File: src/rtl/conv_seq_ctrl.sv
// Sequential 1-D linear convolution of two N-sample unsigned banks through one
// shared multiply-accumulate, one product term per clock, streamed out on valid/ready.
module conv_seq_ctrl #(
  parameter int DW = 8,
  parameter int N  = 8,
  parameter int AW = $clog2(N),
  parameter int OW = 2*DW + $clog2(N)
) (
  input  logic                     clk,
  input  logic                     rst,
  input  logic                     wr_en,
  input  logic                     wr_sel,
  input  logic [AW-1:0]            wr_addr,
  input  logic [DW-1:0]            wr_data,
  input  logic                     start,
  output logic                     busy,
  output logic                     done,
  output logic                     out_valid,
  input  logic                     out_ready,
  output logic [OW-1:0]            out_data,
  output logic [$clog2(2*N-1)-1:0] out_idx
);
  localparam int NW = $clog2(2*N-1);
  localparam logic [NW-1:0] N_LAST = NW'(2*N-2);

  typedef enum logic [1:0] {
    IDLE = 2'd0,
    MAC  = 2'd1,
    OUT  = 2'd2,
    DONE = 2'd3
  } state_t;

  state_t          state_r, state_s;
  logic [NW-1:0]   n_r, n_s;
  logic [AW-1:0]   k_r, k_s;
  logic [OW-1:0]   acc_r, acc_s;
  logic            busy_r, busy_s;
  logic            done_r, done_s;
  logic            valid_r, valid_s;
  logic [OW-1:0]   data_r, data_s;
  logic [NW-1:0]   idx_r, idx_s;
  logic [DW-1:0]   x_mem [N];
  logic [DW-1:0]   h_mem [N];
  logic [AW-1:0]   h_addr_s;
  logic [2*DW-1:0] prod_s;
  logic [OW-1:0]   sum_s;

  // First k contributing to y[n]: max(0, n-N+1)
  function automatic logic [AW-1:0] kmin(input logic [NW-1:0] n);
    if (n >= NW'(N)) kmin = AW'(n - NW'(N-1));
    else             kmin = {AW{1'b0}};
  endfunction

  // Last k contributing to y[n]: min(n, N-1)
  function automatic logic [AW-1:0] kmax(input logic [NW-1:0] n);
    if (n < NW'(N-1)) kmax = AW'(n);
    else              kmax = AW'(N-1);
  endfunction

  // Sample banks: writable only while idle, deliberately not reset
  always_ff @(posedge clk) begin
    if (wr_en && (state_r == IDLE)) begin
      if (wr_sel) h_mem[wr_addr] <= wr_data;
      else        x_mem[wr_addr] <= wr_data;
    end
  end

  // Shared multiply-accumulate term x[k]*h[n-k]
  always_comb begin
    h_addr_s = AW'(n_r - NW'(k_r));
    prod_s   = (2*DW)'(x_mem[k_r]) * (2*DW)'(h_mem[h_addr_s]);
    sum_s    = acc_r + OW'(prod_s);
  end

  // Next-state and next-output logic
  always_comb begin
    state_s = state_r;
    n_s     = n_r;
    k_s     = k_r;
    acc_s   = acc_r;
    busy_s  = busy_r;
    done_s  = 1'b0;
    valid_s = valid_r;
    data_s  = data_r;
    idx_s   = idx_r;
    case (state_r)
      IDLE: begin
        if (start) begin
          n_s     = {NW{1'b0}};
          k_s     = kmin({NW{1'b0}});
          acc_s   = {OW{1'b0}};
          busy_s  = 1'b1;
          state_s = MAC;
        end else begin
          state_s = IDLE;
        end
      end
      MAC: begin
        acc_s = sum_s;
        k_s   = k_r + AW'(1);
        if (k_r == kmax(n_r)) begin
          valid_s = 1'b1;
          data_s  = sum_s;
          idx_s   = n_r;
          state_s = OUT;
        end else begin
          state_s = MAC;
        end
      end
      OUT: begin
        if (out_ready) begin
          valid_s = 1'b0;
          if (n_r == N_LAST) begin
            done_s  = 1'b1;
            state_s = DONE;
          end else begin
            n_s     = n_r + NW'(1);
            acc_s   = {OW{1'b0}};
            k_s     = kmin(n_r + NW'(1));
            state_s = MAC;
          end
        end else begin
          state_s = OUT;
        end
      end
      DONE: begin
        busy_s  = 1'b0;
        state_s = IDLE;
      end
      default: begin
        busy_s  = 1'b0;
        valid_s = 1'b0;
        state_s = IDLE;
      end
    endcase
  end

  // State, datapath and output registers
  always_ff @(posedge clk or posedge rst) begin
    if (rst) begin
      state_r <= IDLE;
      n_r     <= {NW{1'b0}};
      k_r     <= {AW{1'b0}};
      acc_r   <= {OW{1'b0}};
      busy_r  <= 1'b0;
      done_r  <= 1'b0;
      valid_r <= 1'b0;
      data_r  <= {OW{1'b0}};
      idx_r   <= {NW{1'b0}};
    end else begin
      state_r <= state_s;
      n_r     <= n_s;
      k_r     <= k_s;
      acc_r   <= acc_s;
      busy_r  <= busy_s;
      done_r  <= done_s;
      valid_r <= valid_s;
      data_r  <= data_s;
      idx_r   <= idx_s;
    end
  end

  assign busy      = busy_r;
  assign done      = done_r;
  assign out_valid = valid_r;
  assign out_data  = data_r;
  assign out_idx   = idx_r;

endmodule

File: config.mk
export PLATFORM = sky130hd
export DESIGN_NAME = conv_seq_ctrl
export DESIGN_NICKNAME = d
export VERILOG_FILES = /design/src/rtl/conv_seq_ctrl.sv
export SDC_FILE = /design/constraint.sdc
export NUM_CORES = 1
export LEC_CHECK = 0
export BUFFER_PORTS_ARGS = -buffer_cell sky130_fd_sc_hd__buf_4
export CAP_MARGIN = 20
export CORE_MARGIN = 2
export CORE_UTILIZATION = 51
export DETAILED_ROUTE_END_ITERATION = 6
export PLACE_DENSITY = 0.67
export SLEW_MARGIN = 0
export SYNTH_ARGS = -nofsm -noshare
export SYNTH_HDL_FRONTEND = slang
export SYNTH_SLANG_ARGS = --single-unit
File: constraint.sdc
create_clock -name clk -period 6.35 [get_ports clk]
set_input_delay 0.635 -clock clk [delete_from_list [all_inputs] [get_ports clk]]
set_output_delay 0.635 -clock clk [all_outputs]
set_load 0.01 [all_outputs]
==> impl_results.md <==
* Fin area at 0.01173 mm²
* Total CTS buffers at 17
* Core area at 0.01953 mm²
* Routed Antenna Nets at 0
* Relative slew slack at 27.49%
* Drt wl/cell at 18.75 µm
* Most common cell in the netlist: edfxtp_1
* Worst Reg-to-Reg Cells at 25
* Flops & latches, synth at 182
* Fill count at 1563
* Die ar. at 0.02112 mm²
* Grt total ovfl at 0
* Synth area leaders: edfxtp_1 38%, dfrtp_1 13%, fa_1 10%
* CTS Sinks at 182
* Tmin final at 6147 ps
* Max Freq at 0.1627 GHz
* Final nets at 966
* CP Capture Type: register
* # placed instances at 1086
* DRT Wirelength at 21.11 mm
* TritonCTS clock tree: yes
* Vias in the first global route at 6442
* HPWL Detailed at 15.11 mm
* Top post-synthesis cells by count: 128 x edfxtp_1, 107 x inv_1, 71 x nor2_1
* Synthesized area per cell at 13.19 µm²
* Synthesis-to-layout area growth at 15.12%
* Routed wl met3 at 839 µm
* Die width at 145.3 µm
* Die H at 145.3 µm
* Vias at 6101
* CP max-delay cell: fa_1
* Slew at the pin closest to its max-slew limit at 1088 ps
* Rows at 51
* Post-synth cell types at 61
* Layout Cells excl Fill at 1126
* Share of post-route cells with drive strength above 1 at 21.84%
* M1 WL at 9.325 mm
* Reg-to-reg critical path endpoint: out_data[18]
* Hold Buf Count CTS at 0
* Total track usage at 20.96%
* Worst-Skew Late Latency at 430 ps
* Fin. max-slew vios at 0
* Final Hold Viols at 0
* Final Cycle Share at 96.81%
* Sequential area share after synthesis at 51.01%
* CP required at 6720 ps
* Area after DPL at 0.01095 mm²
* Number of H-tree levels at 4
* Yosys top cell by area: edfxtp_1
* Crit-path leading delay family: adder cells
* Mapped Area at 0.01018 mm²
* Buffers on Ports at 42
* Pre-Repair DR Iteration Count at 5
* Starting density of the core at 52.16%
* CP startpoint kind: register
* Syn_nets at 890
* ANT cells at 0
* Pin count of the biggest net entering global routing at 55
* DR top layer: met4
* Via density at 5.418
* Max cap viols at 0
* Main synth FF type: edfxtp_1
* 1st-iter DRT viols at 350
* R2R Path Start: n_r[0]
* Post-Route Skew at 8.901 ps
* Worst setup startpoint: n_r[0]
* Async S/R FF share, synth at 29.67%
* Cell at the root of the clock tree: clkbuf_16
* CP Class: reg2reg
* Yosys warning total at 0
* EDFF count, synth at 128
* WP buf/inv at 8
* I/O Pins at 43
* Post-Synthesis Cells at 772
* Routed met2 length at 10.69 mm
* First-pass GRT wire length at 34.58 mm
* Reg-to-reg slack, setup at 200 ps
* CTS max path bufs at 2
* Fin util at 60.05%
* Final Wtd Congestion at 0.8579
* Hold crit path type: in2async
* CP most frequent cell: inv_1
* Clock Pin Slew Worst Setup and Hold Paths at 70 ps
* Largest fanout on the critical path at 8
* DRC viols at 0
* Initial antenna violation count at 0
* Worst path max stage delay at 550 ps
* Final setup violating endpoints at 0
* RSZ-0062 raised after global routing: yes
* Worst EP arrival at 6510 ps
* Status: completed
* Area fraction of the dominant cell type after synthesis at 37.74%
## cell families (layout without fill, tap and decap cells)
kind of cell	count (synthesis)	in the layout	synth area share [%]
AO/OA/AOI/OAI	96	96	6.769
adder cells (fa/ha/maj)	101	101	16.17
XOR/XNOR	14	14	1.278
buffers and inverters	133	222	5.356
multiplexers	57	57	10.98
AND/OR/NAND/NOR	189	189	8.440
flip-flops	182	182	51.01
## cells in the final DEF (no fill, tap or decap), drive strengths merged, types with 19 or more instances in the layout
cell type / count
mux4: 32
inv: 114
edfxtp: 128
clkbuf: 19
dfrtp: 54
fa: 51
buf: 81
nand2: 56
ha: 50
nor2: 71
or2: 25
## per-stage QoR
step | hold WS [ps] | setup TNS, ps | setup slack [ps]
3_5_place_dp | 470.1 | -5806 | -472.1
3_3_place_gp | 464.3 | -4814 | -373.0
2_1_floorplan | 449.8 | 0 | 146.1
6_report | 378.1 | 0 | 202.7
5_1_grt | 449.8 | -116.5 | -48.30
4_1_cts | 410.7 | 0 | 16.56
## per-layer routing
layer / vias to the layer above / global-route usage (%)
met4: 0 / 5.196
met3: 18 / 3.899
li1: 2857 / -
met1: 3083 / 27.79
met5: - / 0
met2: 143 / 36.09
## worst max path at each step
stage / cells past startpoint / end
CTS: 25 / out_data[11]
floorplan: 25 / out_data[15]
finish: 25 / out_data[18]
detailed placement: 23 / out_data[15]
global placement: 24 / acc_r[18]
global route: 25 / acc_r[18]
## sequential cells by signal, indices dropped and copies added, names as in the netlist
register / flops
x_mem: 64
h_mem: 64
state_r: 2
out_valid: 1
out_data: 19
k_r: 3
acc_r: 19
done: 1
busy: 1
out_idx: 4
n_r: 4
## worst register-to-register path, stage by stage, from the launching register on
cell and delay (ps):
dfrtp_1 380, inv_1 80, ha_1 140, inv_1 50
fa_2 340, xor2_2 180, xnor2_4 250, buf_12 170
mux4_2 350, mux2i_4 270, or2_2 180, fa_1 430
fa_1 550, inv_1 60, fa_1 530, inv_1 50
fa_1 530, inv_1 70, ha_4 280, nand4_1 150
buf_4 180, a21oi_1 230, o31ai_2 120, buf_4 160
a211o_1 290, nand3_1 80
## final cells by class
class                      instances  area, µm²  share of cell area (%)
clock buffer                      18      429.2                   3.660
clock inverter                    14      160.2                   1.366
inverter                         108      405.4                   3.457
multi-input combinational        457       4554                   38.84
sequential                       182       5195                   44.31
tap                              265      331.6                   2.828
timing repair buffer              82      649.4                   5.538
## timing repair
action / 4_1_cts / 5_1_grt
setup buffers: 2 / 5
pin swaps: 1 / 9
resized for setup: 3 / 22
setup endpoints to repair: 22 / 17
hold endpoints to repair: 0 / 0
cloned: 0 / 1
Power is left out: the tool's default activity adds up to more than one toggle a clock period on the data nets, which glitch-free logic cannot reach.
